<file path="src/rtl/shift_issue_if.sv">
// Handshake bundle between the shift issue unit and its neighbours.
// Carries three groups of signals:
//   in_*   upstream instruction offer (valid/ready)
//   sft_*  drive to, and result from, the combinational shifter
//   out_*  writeback drain (valid/ready) and the retired-instruction count
// The slave modport is used by shift_issue_unit. The master modport is used by
// the surrounding environment: upstream, shifter and writeback.
interface shift_issue_if #(
   parameter int unsigned CNT_W = 16
);
   logic             in_valid;
   logic             in_ready;
   logic [5:0]       in_funct;
   logic [4:0]       in_shamt;
   logic [31:0]      in_rs;
   logic [31:0]      in_rt;

   logic             sft_left_right;
   logic [4:0]       sft_shamt;
   logic [31:0]      sft_src;
   logic [31:0]      sft_result;

   logic             out_valid;
   logic             out_ready;
   logic [31:0]      out_result;
   logic             out_err;
   logic [CNT_W-1:0] retired_cnt;

   modport slave (
      input  in_valid, in_funct, in_shamt, in_rs, in_rt, sft_result, out_ready,
      output in_ready, sft_left_right, sft_shamt, sft_src,
             out_valid, out_result, out_err, retired_cnt
   );

   modport master (
      output in_valid, in_funct, in_shamt, in_rs, in_rt, sft_result, out_ready,
      input  in_ready, sft_left_right, sft_shamt, sft_src,
             out_valid, out_result, out_err, retired_cnt
   );
endinterface

</file>
<file path="src/rtl/shift_issue_unit.sv">
// Issue/retire stage around an external combinational shifter.
// An R-type shift instruction is decoded and held in a single issue
// register (S1), which drives the shifter. The shifter result is captured
// into a 2-entry output FIFO that drains to writeback.
// Ports:
//   clk  rising-edge clock
//   rst  asynchronous, active-high reset
//   bus  shift_issue_if.slave, carrying the in_*, sft_* and out_* groups
//        and retired_cnt
module shift_issue_unit #(
   parameter int unsigned FIFO_DEPTH = 2,
   parameter int unsigned CNT_W      = 16
) (
   input logic          clk,
   input logic          rst,
   shift_issue_if.slave bus
);
   localparam int unsigned DATA_W  = 32;
   localparam int unsigned SHAMT_W = 5;
   localparam int unsigned OCC_W   = 2;

   typedef struct packed {
      logic              err;
      logic [DATA_W-1:0] result;
   } entry_t;

   // S1 issue register
   logic               s1_valid_q, s1_valid_d;
   logic               s1_left_q,  s1_left_d;
   logic [SHAMT_W-1:0] s1_shamt_q, s1_shamt_d;
   logic [DATA_W-1:0]  s1_src_q,   s1_src_d;
   logic               s1_err_q,   s1_err_d;

   // Output FIFO. The depth is fixed at 2, so each pointer is a single bit
   // that toggles.
   entry_t             fifo_mem_q [FIFO_DEPTH];
   entry_t             fifo_mem_d [FIFO_DEPTH];
   logic               head_q, head_d;
   logic               tail_q, tail_d;
   logic [OCC_W-1:0]   count_q, count_d;
   logic [CNT_W-1:0]   retired_cnt_q, retired_cnt_d;

   logic               dec_left_c;
   logic [SHAMT_W-1:0] dec_shamt_c;
   logic               dec_err_c;
   logic               fifo_full_c;
   logic               in_ready_c;
   logic               accept_c;
   logic               retire_c;
   logic               pop_c;
   entry_t             push_entry_c;

   // Funct decode. Unsupported functs issue as a zero-amount right shift
   // with the error flag set.
   always_comb begin
      dec_left_c  = 1'b0;
      dec_shamt_c = '0;
      dec_err_c   = 1'b0;
      case (bus.in_funct)
         6'b000000: begin dec_left_c = 1'b1; dec_shamt_c = bus.in_shamt;   end
         6'b000010: begin dec_left_c = 1'b0; dec_shamt_c = bus.in_shamt;   end
         6'b000100: begin dec_left_c = 1'b1; dec_shamt_c = bus.in_rs[4:0]; end
         6'b000110: begin dec_left_c = 1'b0; dec_shamt_c = bus.in_rs[4:0]; end
         default:   dec_err_c = 1'b1;
      endcase
   end

   // Handshake decisions use the registered occupancy only, so out_ready
   // never reaches in_ready combinationally.
   always_comb begin
      fifo_full_c  = (count_q == OCC_W'(FIFO_DEPTH));
      in_ready_c   = !s1_valid_q || !fifo_full_c;
      accept_c     = bus.in_valid && in_ready_c;
      retire_c     = s1_valid_q && !fifo_full_c;
      pop_c        = (count_q != '0) && bus.out_ready;
      push_entry_c = '{err: s1_err_q, result: (s1_err_q ? '0 : bus.sft_result)};
   end

   // Next-state logic
   always_comb begin
      s1_valid_d    = s1_valid_q;
      s1_left_d     = s1_left_q;
      s1_shamt_d    = s1_shamt_q;
      s1_src_d      = s1_src_q;
      s1_err_d      = s1_err_q;
      fifo_mem_d    = fifo_mem_q;
      head_d        = head_q;
      tail_d        = tail_q;
      retired_cnt_d = retired_cnt_q;

      if (accept_c) begin
         s1_valid_d = 1'b1;
         s1_left_d  = dec_left_c;
         s1_shamt_d = dec_shamt_c;
         s1_src_d   = bus.in_rt;
         s1_err_d   = dec_err_c;
      end else if (retire_c) begin
         s1_valid_d = 1'b0;
      end

      if (retire_c) begin
         fifo_mem_d[tail_q] = push_entry_c;
         tail_d             = ~tail_q;
      end

      if (pop_c) begin
         head_d        = ~head_q;
         retired_cnt_d = retired_cnt_q + CNT_W'(1);
      end

      count_d = count_q + OCC_W'(retire_c) - OCC_W'(pop_c);
   end

   // State registers
   always_ff @(posedge clk or posedge rst) begin
      if (rst) begin
         s1_valid_q    <= 1'b0;
         s1_left_q     <= 1'b0;
         s1_shamt_q    <= '0;
         s1_src_q      <= '0;
         s1_err_q      <= 1'b0;
         for (int i = 0; i < int'(FIFO_DEPTH); i++) begin
            fifo_mem_q[i] <= '0;
         end
         head_q        <= 1'b0;
         tail_q        <= 1'b0;
         count_q       <= '0;
         retired_cnt_q <= '0;
      end else begin
         s1_valid_q    <= s1_valid_d;
         s1_left_q     <= s1_left_d;
         s1_shamt_q    <= s1_shamt_d;
         s1_src_q      <= s1_src_d;
         s1_err_q      <= s1_err_d;
         fifo_mem_q    <= fifo_mem_d;
         head_q        <= head_d;
         tail_q        <= tail_d;
         count_q       <= count_d;
         retired_cnt_q <= retired_cnt_d;
      end
   end

   assign bus.in_ready       = in_ready_c;
   assign bus.sft_left_right = s1_left_q;
   assign bus.sft_shamt      = s1_shamt_q;
   assign bus.sft_src        = s1_src_q;
   assign bus.out_valid      = (count_q != '0);
   assign bus.out_result     = fifo_mem_q[head_q].result;
   assign bus.out_err        = fifo_mem_q[head_q].err;
   assign bus.retired_cnt    = retired_cnt_q;

endmodule

</file>
<file path="src/flat_wrapper.sv">
// flat-port wrapper written by rule: the top's interface ports become plain ports
module shift_issue_unit_flat 
#(
   parameter int unsigned FIFO_DEPTH = 2,
   parameter int unsigned CNT_W      = 16
)
  (clk, rst, bus_in_valid, bus_in_funct, bus_in_shamt, bus_in_rs, bus_in_rt, bus_sft_result, bus_out_ready, bus_in_ready, bus_sft_left_right, bus_sft_shamt, bus_sft_src, bus_out_valid, bus_out_result, bus_out_err, bus_retired_cnt);
  shift_issue_if #(.CNT_W(CNT_W)) bus_i ();
  input logic clk;
  input logic rst;
  input wire logic [$bits(bus_i.in_valid)-1:0] bus_in_valid;
  input wire logic [$bits(bus_i.in_funct)-1:0] bus_in_funct;
  input wire logic [$bits(bus_i.in_shamt)-1:0] bus_in_shamt;
  input wire logic [$bits(bus_i.in_rs)-1:0] bus_in_rs;
  input wire logic [$bits(bus_i.in_rt)-1:0] bus_in_rt;
  input wire logic [$bits(bus_i.sft_result)-1:0] bus_sft_result;
  input wire logic [$bits(bus_i.out_ready)-1:0] bus_out_ready;
  output wire logic [$bits(bus_i.in_ready)-1:0] bus_in_ready;
  output wire logic [$bits(bus_i.sft_left_right)-1:0] bus_sft_left_right;
  output wire logic [$bits(bus_i.sft_shamt)-1:0] bus_sft_shamt;
  output wire logic [$bits(bus_i.sft_src)-1:0] bus_sft_src;
  output wire logic [$bits(bus_i.out_valid)-1:0] bus_out_valid;
  output wire logic [$bits(bus_i.out_result)-1:0] bus_out_result;
  output wire logic [$bits(bus_i.out_err)-1:0] bus_out_err;
  output wire logic [$bits(bus_i.retired_cnt)-1:0] bus_retired_cnt;
  assign bus_i.in_valid = bus_in_valid;
  assign bus_i.in_funct = bus_in_funct;
  assign bus_i.in_shamt = bus_in_shamt;
  assign bus_i.in_rs = bus_in_rs;
  assign bus_i.in_rt = bus_in_rt;
  assign bus_i.sft_result = bus_sft_result;
  assign bus_i.out_ready = bus_out_ready;
  assign bus_in_ready = bus_i.in_ready;
  assign bus_sft_left_right = bus_i.sft_left_right;
  assign bus_sft_shamt = bus_i.sft_shamt;
  assign bus_sft_src = bus_i.sft_src;
  assign bus_out_valid = bus_i.out_valid;
  assign bus_out_result = bus_i.out_result;
  assign bus_out_err = bus_i.out_err;
  assign bus_retired_cnt = bus_i.retired_cnt;
  shift_issue_unit #(.FIFO_DEPTH(FIFO_DEPTH), .CNT_W(CNT_W)) u_core (.clk(clk), .rst(rst), .bus(bus_i));
endmodule
</file>
<file path="config.mk">
export PLATFORM = sky130hd
export DESIGN_NAME = shift_issue_unit_flat
export DESIGN_NICKNAME = d
export VERILOG_FILES = /design/src/rtl/shift_issue_if.sv /design/src/rtl/shift_issue_unit.sv /design/src/flat_wrapper.sv
export SDC_FILE = /design/constraint.sdc
export NUM_CORES = 1
export LEC_CHECK = 0
export BUFFER_PORTS_ARGS = -buffer_cell sky130_fd_sc_hd__buf_2
export CAP_MARGIN = 10
export CELL_PAD_IN_SITES_DETAIL_PLACEMENT = 0
export CELL_PAD_IN_SITES_GLOBAL_PLACEMENT = 1
export CORE_MARGIN = 2
export CORE_UTILIZATION = 35
export DETAILED_ROUTE_END_ITERATION = 10
export PLACE_DENSITY = 0.79
export SYNTH_ARGS = -nofsm -noshare
export SYNTH_HDL_FRONTEND = slang
export SYNTH_SLANG_ARGS = --single-unit
export TNS_END_PERCENT = 1
</file>
<file path="constraint.sdc">
create_clock -name clk -period 6.9 [get_ports clk]
set_input_delay 2.07 -clock clk [delete_from_list [all_inputs] [get_ports clk]]
set_output_delay 2.07 -clock clk [all_outputs]
set_load 0.02 [all_outputs]
</file>
==> results of run 1 <==
## sequential cells by signal, summed over array words and instances (netlist names)
register	flops
u_core.bus.retired_cnt	16
u_core.bus.sft_left_right	1
u_core.bus.sft_shamt	5
u_core.bus.sft_src	32
u_core.count_q	2
u_core.fifo_mem_q	66
u_core.head_q	1
u_core.s1_err_q	1
u_core.s1_valid_q	1
u_core.tail_q	1
## worst min-delay path by stage
stage / startpoint / depth (start not counted) / slack [ns] / end
2_1_floorplan: u_core.fifo_mem_q[28]$_DFFE_PP0P_ / 1 / 0.47 / u_core.fifo_mem_q[28]$_DFFE_PP0P_
3_3_place_gp: u_core.bus.retired_cnt[15]$_DFFE_PP0P_ / 1 / 0.46 / u_core.bus.retired_cnt[15]$_DFFE_PP0P_
3_5_place_dp: u_core.bus.sft_shamt[1]$_DFFE_PP0P_ / 2 / 0.47 / u_core.bus.sft_shamt[1]$_DFFE_PP0P_
4_1_cts: u_core.bus.sft_shamt[1]$_DFFE_PP0P_ / 2 / 0.48 / u_core.bus.sft_shamt[1]$_DFFE_PP0P_
5_1_grt: u_core.bus.retired_cnt[15]$_DFFE_PP0P_ / 1 / 0.50 / u_core.bus.retired_cnt[15]$_DFFE_PP0P_
6_report: u_core.bus.sft_shamt[1]$_DFFE_PP0P_ / 2 / 0.47 / u_core.bus.sft_shamt[1]$_DFFE_PP0P_
## power by group
part           internal, mW  switching [mW]
combinational         0.403           0.474
clock                 0.539           0.318
sequential            0.904           0.131
## worst max-delay path: stages (launching register included)
cell and delay, ns:
dfrtp_1 0.82, buf_4 0.42, mux2_2 0.38, buf_2 0.16
## cells in the final DEF (no fill, tap or decap), types with 4 or more instances in the layout
master and count:
inv_1 4, dfrtp_1 126, o31ai_1 6, clkinv_2 5, nand2_1 11, mux2_1 4
mux2_2 99, mux2_4 30, xnor2_1 16, nand3_1 6, buf_2 172, nor2b_1 32
mux2i_1 5, clkbuf_16 17
## final cells by class
| class | count | share of cell area, % |
|---|---|---|
| tap | 216 | 3.721 |
| multi-input combinational | 236 | 32.59 |
| clock buffer | 21 | 6.202 |
| timing repair buffer | 175 | 12.16 |
| clock inverter | 11 | 1.619 |
| inverter | 5 | 0.2929 |
| sequential | 126 | 43.41 |
## through the flow
| stage | hold WS [ns] | instance area (um2) | utilization, % |
|---|---|---|---|
| floorplan | 0.4736 | 5709 | - |
| global placement | 0.4569 | 6695 | 42.00 |
| detailed placement | 0.4653 | 6695 | 42.00 |
| CTS | 0.4786 | 7263 | 45.56 |
| global route | 0.5009 | 7263 | 45.56 |
| finish | 0.4732 | 7263 | 45.56 |
## metal layers
layer  vias up  wire (um)
li1       1691          -
met1      1793       5056
met2       118       6077
met3        11        819
met4         0        165
met5         -          0
## logic make-up (layout without fill, tap and decap cells)
| family | Yosys count | in the layout |
|---|---|---|
| AND/OR/NAND/NOR | 68 | 68 |
| buffers and inverters | 24 | 212 |
| multiplexers | 138 | 138 |
| adder cells (fa/ha/maj) | 3 | 3 |
| XOR/XNOR | 19 | 19 |
| flip-flops | 126 | 126 |
| AO/OA/AOI/OAI | 8 | 8 |
==> impl_metrics.tcl, run 1 <==
set metrics [dict create \
    via_per_inst 4.573 \
    ys_seq_area_share_pct 55.23 \
    hold_violations 0 \
    multiInputGateArea_um2 2367 \
    synth_ff_type "dfrtp_1" \
    post_cts_resized 0 \
    antenna_found_initial 0 \
    status "complete, no violations" \
    post-route-period-util_pct 61.84 \
    wire_per_inst_um 15.34 \
    rows 46 \
    async_reset_ff_share_pct 100.0 \
    dr_total_vias 3613 \
    max_clock_freq_ghz 0.2343 \
    fin_ws_ns 2.633 \
    nFillCells 1487 \
    critical_path.endpoint "bus_out_result[0]" \
    grt_setup_unrepaired "no" \
    final_cells 790 \
    synthTopCellsByArea "dfrtp_1 (55%), mux2_2 (20%), mux2_4 (7.9%)" \
    use_met1_pct 17.29 \
    clock_path_buffers 2 \
    seq_area_um2 3153 \
    synth_edf_count 0 \
    synth_cells 386 \
    overflow 0 \
    synthDistinctLibCells 33 \
    antenna_cells 0 \
    worstMarginPinSlew_ns 0.9466 \
    post_cts_buffers 0 \
    skew_ns 0.006585 \
    first_global_vias 4056 \
    yosysMostFrequentCell "dfrtp_1" \
    ys_seq_elements 126 \
    grt_pass1_wl_mm 20.56 \
    synth_top_family_by_area "multiplexers" \
    power_mw 2.768 \
    crit_start "u_core.head_q$_DFFE_PP0P_" \
    synth_compound_area_share_pct 1.074 \
    r2r_end "u_core.fifo_mem_q[63]$_DFFE_PP0P_" \
    numCtsBuffers 17 \
    p_leak_nw 3.680 \
    clkTransAtPathRegs_ns 0.06 \
    clock-sinks 126 \
    cts_tree "yes" \
    setup_tns_ns 0 \
    syn_nets 500 \
    clkLatencyLatePin_ns 0.41 \
    die_area_um2 17350 \
    r2r_setup_slack_ns 4.97 \
    yosys-top-cells-count "dfrtp_1 (126), mux2_2 (99), nor2b_1 (32)" \
    vdd_drop_max_uv 168.4 \
    worstPathArrival_ns 2.20 \
    top_usage_layer "met2" \
    layout_min_cycle_time_ns 4.267 \
    end_kind "output port" \
    required_ns 4.83 \
    hp-class "reg2reg" \
    met3_usage_pct 5.170 \
    yosysTopAreaCell "dfrtp_1" \
    worstSetupPathType "reg2out" \
    cts_hold_buf 0 \
    cp-start-kind "flop" \
    hpwl_mm 7.933 \
    synthSimpleGateAreaFrac_pct 7.736 \
    preCtsSetupSlack_ns 3.012 \
    routed_wirelength_mm 12.12 \
    worstRegToRegCells 4 \
    ant_nets 0 \
    slew_headroom_pct 36.89 \
    synthXorXnorAreaFrac_pct 2.915 \
    grt_start_max_net_pins 78 \
    cap_violations 0 \
    drt_pass1_iterations 4 \
    drive_above_1_share_pct 59.76 \
    finalWeightedCongestion 0.7269 \
    grtUsageTotal_pct 14.81 \
    drtIter0Drc 98 \
    power.density_cell_area_nw_per_um2 381.1 \
    port_buffers 172 \
    start_util_pct 35.81 \
    synthMuxAreaShare_pct 29.08 \
    cts_root_buf "clkbuf_16" \
    r2r-start "u_core.count_q[0]$_DFF_PP0_" \
    setup_violations 0 \
    path_max_fanout 20 \
    io_pins 200 \
    core_region_area_um2 15940 \
    synth_top_area_share_pct 55.23 \
    finalMaxSlewViolations 0 \
    synthToLayoutAreaGrowth_pct 27.22 \
    netlist_area_um2 5709 \
    ys_warn_count 0 \
    die_y_um 131.7 \
    yosys.area_share.adder_pct 0.6575 \
    h-tree-depth 4 \
    placed_cells 758 \
    met2_usage_pct 25.19 \
    drc 0 \
    syn_avg_cell_area_um2 14.79 \
    nets 675 \
    die_w_um 131.7 \
]
Note: power is estimated with default switching activity, not from simulation.
==> inputs of run 2 (changes only) <==
- clock period: 6.9 -> 4.39 ns (I/O delays scaled with it)
==> run 2 against run 1 <==
Net effect:
- via count grew 1.4%
- sequential power increased by 58%
- hold slack got worse by 0.0021 ns
- non-clock buffer count did not move
- global-route usage shrank 0.16 points
- clock-buffer cell count decreased by 3
- critical path type unchanged
- largest cell class unchanged
==> impl_metrics.tcl, run 2 (same netlist as run 1, synthesis figures left out) <==
set metrics [dict create \
    layout_min_cycle_time_ns 3.427 \
    required_ns 3.07 \
    multiInputGateArea_um2 2367 \
    setup_violations 0 \
    nFillCells 1428 \
    rows 46 \
    post_cts_resized 0 \
    max_clock_freq_ghz 0.2918 \
    largest-register "u_core.fifo_mem_q" \
    dr_total_vias 3664 \
    drt_pass1_iterations 4 \
    hpwl_mm 8.160 \
    via_per_inst 4.638 \
    clock_path_buffers 2 \
    die_y_um 131.7 \
    path_max_fanout 18 \
    slew_headroom_pct 38.88 \
    final_common_cell "buf_2" \
    antenna_found_initial 0 \
    drive_above_1_share_pct 60.28 \
    overflow 0 \
    skew_ns 0.006912 \
    r2r-start "u_core.count_q[0]$_DFF_PP0_" \
    die_area_um2 17350 \
    cp-start-kind "flop" \
    r2r_end "u_core.fifo_mem_q[65]$_DFFE_PP0P_" \
    clkTransAtPathRegs_ns 0.06 \
    h-tree-depth 4 \
    status "complete, no violations" \
    start_util_pct 35.81 \
    worstSetupPathType "reg2out" \
    routed_wirelength_mm 12.04 \
    antenna_cells 0 \
    grt_pass1_wl_mm 20.11 \
    hp-class "reg2reg" \
    drtIter0Drc 131 \
    die_w_um 131.7 \
    post-route-period-util_pct 78.06 \
    p_leak_nw 3.699 \
    cts_tree "yes" \
    hp-start "u_core.bus.sft_shamt[0]$_DFFE_PP0P_" \
    worstPathArrival_ns 2.11 \
    core_region_area_um2 15940 \
    ant_nets 0 \
    placed_cells 758 \
    seq_area_um2 3153 \
    worstRegToRegCells 4 \
    clock-sinks 126 \
    vdd_drop_max_uv 270.2 \
    r2r_setup_slack_ns 2.47 \
    grtUsageTotal_pct 14.65 \
    numCtsBuffers 17 \
    cap_violations 0 \
    synthToLayoutAreaGrowth_pct 28.60 \
    met2_usage_pct 24.46 \
    power.density_cell_area_nw_per_um2 609.3 \
    top_usage_layer "met2" \
    finalMaxSlewViolations 0 \
    post_cts_buffers 0 \
    max_stage_delay_ns 0.92 \
    grt_start_max_net_pins 85 \
    path_buf_inv 2 \
    end_kind "output port" \
    use_met1_pct 17.11 \
    crit_family "flip-flops" \
    nets 675 \
    first_global_vias 4006 \
    finalWeightedCongestion 0.7389 \
    min_path_cells 2 \
    utilization_pct 46.05 \
    worstMarginPinSlew_ns 0.9148 \
    wire_per_inst_um 15.24 \
    clkLatencyLatePin_ns 0.41 \
    cts_root_buf "clkbuf_16" \
    port_buffers 172 \
    met3_usage_pct 5.517 \
    hold_violations 0 \
    drc 0 \
    setup_tns_ns 0 \
    cp_cell_sequence "buf_12, mux2_2, buf_2" \
    grt_setup_unrepaired "no" \
    largest_reg_flops 66 \
    final_cell_mix "buf_2 (172), dfrtp_1 (126), mux2_2 (99)" \
    io_pins 200 \
    final_cells 790 \
    cts_hold_buf 0 \
    holdPathEnd "u_core.bus.sft_shamt[0]$_DFFE_PP0P_" \
    crit_slowest_cell "dfrtp_1" \
]
## run 2: layout make-up
cell class / count / share of cell area [%]
sequential: 126 / 42.94
multi-input combinational: 236 / 32.24
timing repair buffer: 175 / 12.37
clock buffer: 18 / 5.982
tap: 216 / 3.681
clock inverter: 14 / 2.471
inverter: 5 / 0.3067
## run 2: where the power goes
part / internal (mW) / leakage [nW] / switching, mW
combinational: 0.646 / 1.77 / 0.734
clock: 0.918 / 0.291 / 0.547
sequential: 1.42 / 1.64 / 0.210
## run 2: stage by stage
step / total power [mW] / setup slack, ns / hold WS, ns / instance area [um2]
floorplan: 2.698 / 1.520 / 0.4736 / 5713
global placement: 3.013 / 1.369 / 0.4572 / 6721
detailed placement: 3.061 / 1.341 / 0.4626 / 6721
CTS: 4.556 / 0.8819 / 0.4764 / 7342
global route: 4.722 / 0.8272 / 0.4898 / 7342
finish: 4.474 / 0.9632 / 0.4712 / 7342
## run 2: worst max path at each step
stage | startpoint | endpoint | cells past startpoint
2_1_floorplan | rst | u_core.bus.retired_cnt[0]$_DFFE_PP0P_ | 1
6_report | u_core.head_q$_DFFE_PP0P_ | bus_out_err | 3
3_3_place_gp | u_core.head_q$_DFFE_PP0P_ | bus_out_result[0] | 3
3_5_place_dp | u_core.head_q$_DFFE_PP0P_ | bus_out_result[7] | 3
4_1_cts | u_core.head_q$_DFFE_PP0P_ | bus_out_result[7] | 3
5_1_grt | u_core.head_q$_DFFE_PP0P_ | bus_out_result[7] | 3
## run 2: worst reg2reg max path, cell delays in order, from the launching register on
cell and delay (ns):
dfrtp_1 0.43, nand2b_2 0.21, nand2_4 0.09, nor2_8 0.64, mux2_2 0.43
## run 2: routing by layer
metal | up-vias | wire length [um]
li1 | 1703 | -
met1 | 1813 | 5050
met2 | 128 | 5942
met3 | 20 | 835
met4 | 0 | 208
met5 | - | 0
==> inputs of run 3 (changes only) <==
- clock period: 4.39 -> 3.5 ns (I/O delays scaled with it)
==> run 3 against run 2 <==
Net effect:
- via count down 1.3%
- clock power grew 14%
- die area unchanged
- routed wire length is 1.9% higher
- register-to-register slack got worse by 0.92 ns
- critical endpoint is now bus_out_result[12]
- largest cell class unchanged
- highest routed layer unchanged
==> impl_metrics.tcl, run 3 (same netlist as run 1, synthesis figures left out) <==
set metrics [dict create \
    met3_usage_pct 6.134 \
    p_leak_nw 3.691 \
    hp-class "reg2reg" \
    via_per_inst 4.568 \
    path_max_fanout 18 \
    hold_violations 0 \
    die_y_um 131.7 \
    fin_ws_ns 0.8715 \
    setup_violations 0 \
    preCtsSetupSlack_ns 1.170 \
    io_pins 200 \
    antenna_cells 0 \
    grt_setup_unrepaired "no" \
    overflow 0 \
    post_cts_resized 0 \
    max_clock_freq_ghz 0.3804 \
    required_ns 2.45 \
    vdd_drop_max_uv 414.0 \
    cts_hold_buf 0 \
    grt_pass1_wl_mm 20.20 \
    die_area_um2 17350 \
    status "complete, no violations" \
    dr_total_vias 3618 \
    place_area_um2 6736 \
    end_kind "output port" \
    final_cell_mix "buf_2 (172), dfrtp_1 (126), mux2_2 (99)" \
    clock-sinks 126 \
    hold_ws_ns 0.4722 \
    drtIter0Drc 165 \
    top_usage_layer "met2" \
    ant_nets 0 \
    finalMaxSlewViolations 0 \
    post_cts_buffers 0 \
    clock_path_buffers 2 \
    clkTransAtPathRegs_ns 0.06 \
    drive_above_1_share_pct 60.24 \
    first_global_vias 4043 \
    skew_ns 0.009445 \
    routed_wirelength_mm 12.26 \
    grtUsageTotal_pct 14.73 \
    final_cells 792 \
    final_area_um2 7305 \
    finalWeightedCongestion 0.7427 \
    cts_tree "yes" \
    final_common_cell "buf_2" \
    r2r_setup_slack_ns 1.55 \
    numCtsBuffers 17 \
    use_met1_pct 18.03 \
    die_w_um 131.7 \
    h-tree-depth 4 \
    wire_per_inst_um 15.48 \
    post-route-period-util_pct 75.10 \
    antenna_found_initial 0 \
    drc 0 \
    synthToLayoutAreaGrowth_pct 27.94 \
    power.density_cell_area_nw_per_um2 746.2 \
    rows 46 \
    nFillCells 1448 \
    cap_violations 0 \
    utilization_pct 45.82 \
    nets 677 \
    setup_tns_ns 0 \
    worstMarginPinSlew_ns 0.8591 \
    drt_pass1_iterations 4 \
    layout_min_cycle_time_ns 2.628 \
    start_util_pct 35.81 \
    largest_reg_flops 66 \
    worstPathArrival_ns 1.58 \
    slew_headroom_pct 42.73 \
    clkLatencyLatePin_ns 0.41 \
    cp-start-kind "flop" \
    met2_usage_pct 23.53 \
    grt_start_max_net_pins 50 \
    cts_root_buf "clkbuf_16" \
    power_mw 5.451 \
    hpwl_mm 8.233 \
    placed_cells 760 \
    largest-register "u_core.fifo_mem_q" \
    worstSetupPathType "reg2out" \
    core_region_area_um2 15940 \
    port_buffers 172 \
]
==> run 3: cell count changes in the layout (fill, tap and decap cells not counted), moves of 2 or more <==
cell / previous run / this run
inv_6: 5 / 3
buf_4: 1 / 3
bufinv_16: 3 / 1
clkinv_2: 0 / 3
==> run 3: worst paths after layout <==
check,from,end,cells past startpoint
setup / recovery,u_core.head_q$_DFFE_PP0P_,bus_out_result[12],3
hold / removal,u_core.bus.retired_cnt[15]$_DFFE_PP0P_,u_core.bus.retired_cnt[15]$_DFFE_PP0P_,1
setup reg to reg,u_core.count_q[0]$_DFF_PP0_,u_core.fifo_mem_q[65]$_DFFE_PP0P_,4
hold reg to reg,u_core.bus.retired_cnt[15]$_DFFE_PP0P_,u_core.bus.retired_cnt[15]$_DFFE_PP0P_,1
max in group asynchronous,rst,u_core.fifo_mem_q[60]$_DFFE_PP0P_,3
min in group asynchronous,rst,u_core.bus.sft_src[5]$_DFFE_PP0P_,2
==> run 3: cell type report <==
cell class              count  area [um2]  area share, %
well taps                 216       270.3          3.700
clock buffers              20       456.7          6.252
inverters                   5       22.52         0.3083
clock inverters            12       111.4          1.524
flip-flops and latches    126        3153          43.17
multi-input cells         236        2367          32.41
repair buffers            177       923.4          12.64
==> run 3: routing by layer <==
layer  share of wire, %  vias to the layer above  routed length [um]
li1                   -                     1691                   -
met1                 43                     1782                5313
met2                 48                      129                5888
met3                7.0                       16                 862
met4                1.6                        0                 197
met5                  0                        -                   0
==> run 3: power breakdown <==
part           switching (mW)  total, mW  internal [mW]  leakage [nW]
combinational           0.975       1.78          0.802          1.78
clock                   0.655       1.67           1.02         0.273
sequential              0.218       2.00           1.78          1.64
==> run 3: critical path, cell delays in order, from the launching register on <==
cell     delay (ns)
dfrtp_1        0.34
buf_4          0.27
mux2_2         0.38
buf_2          0.16
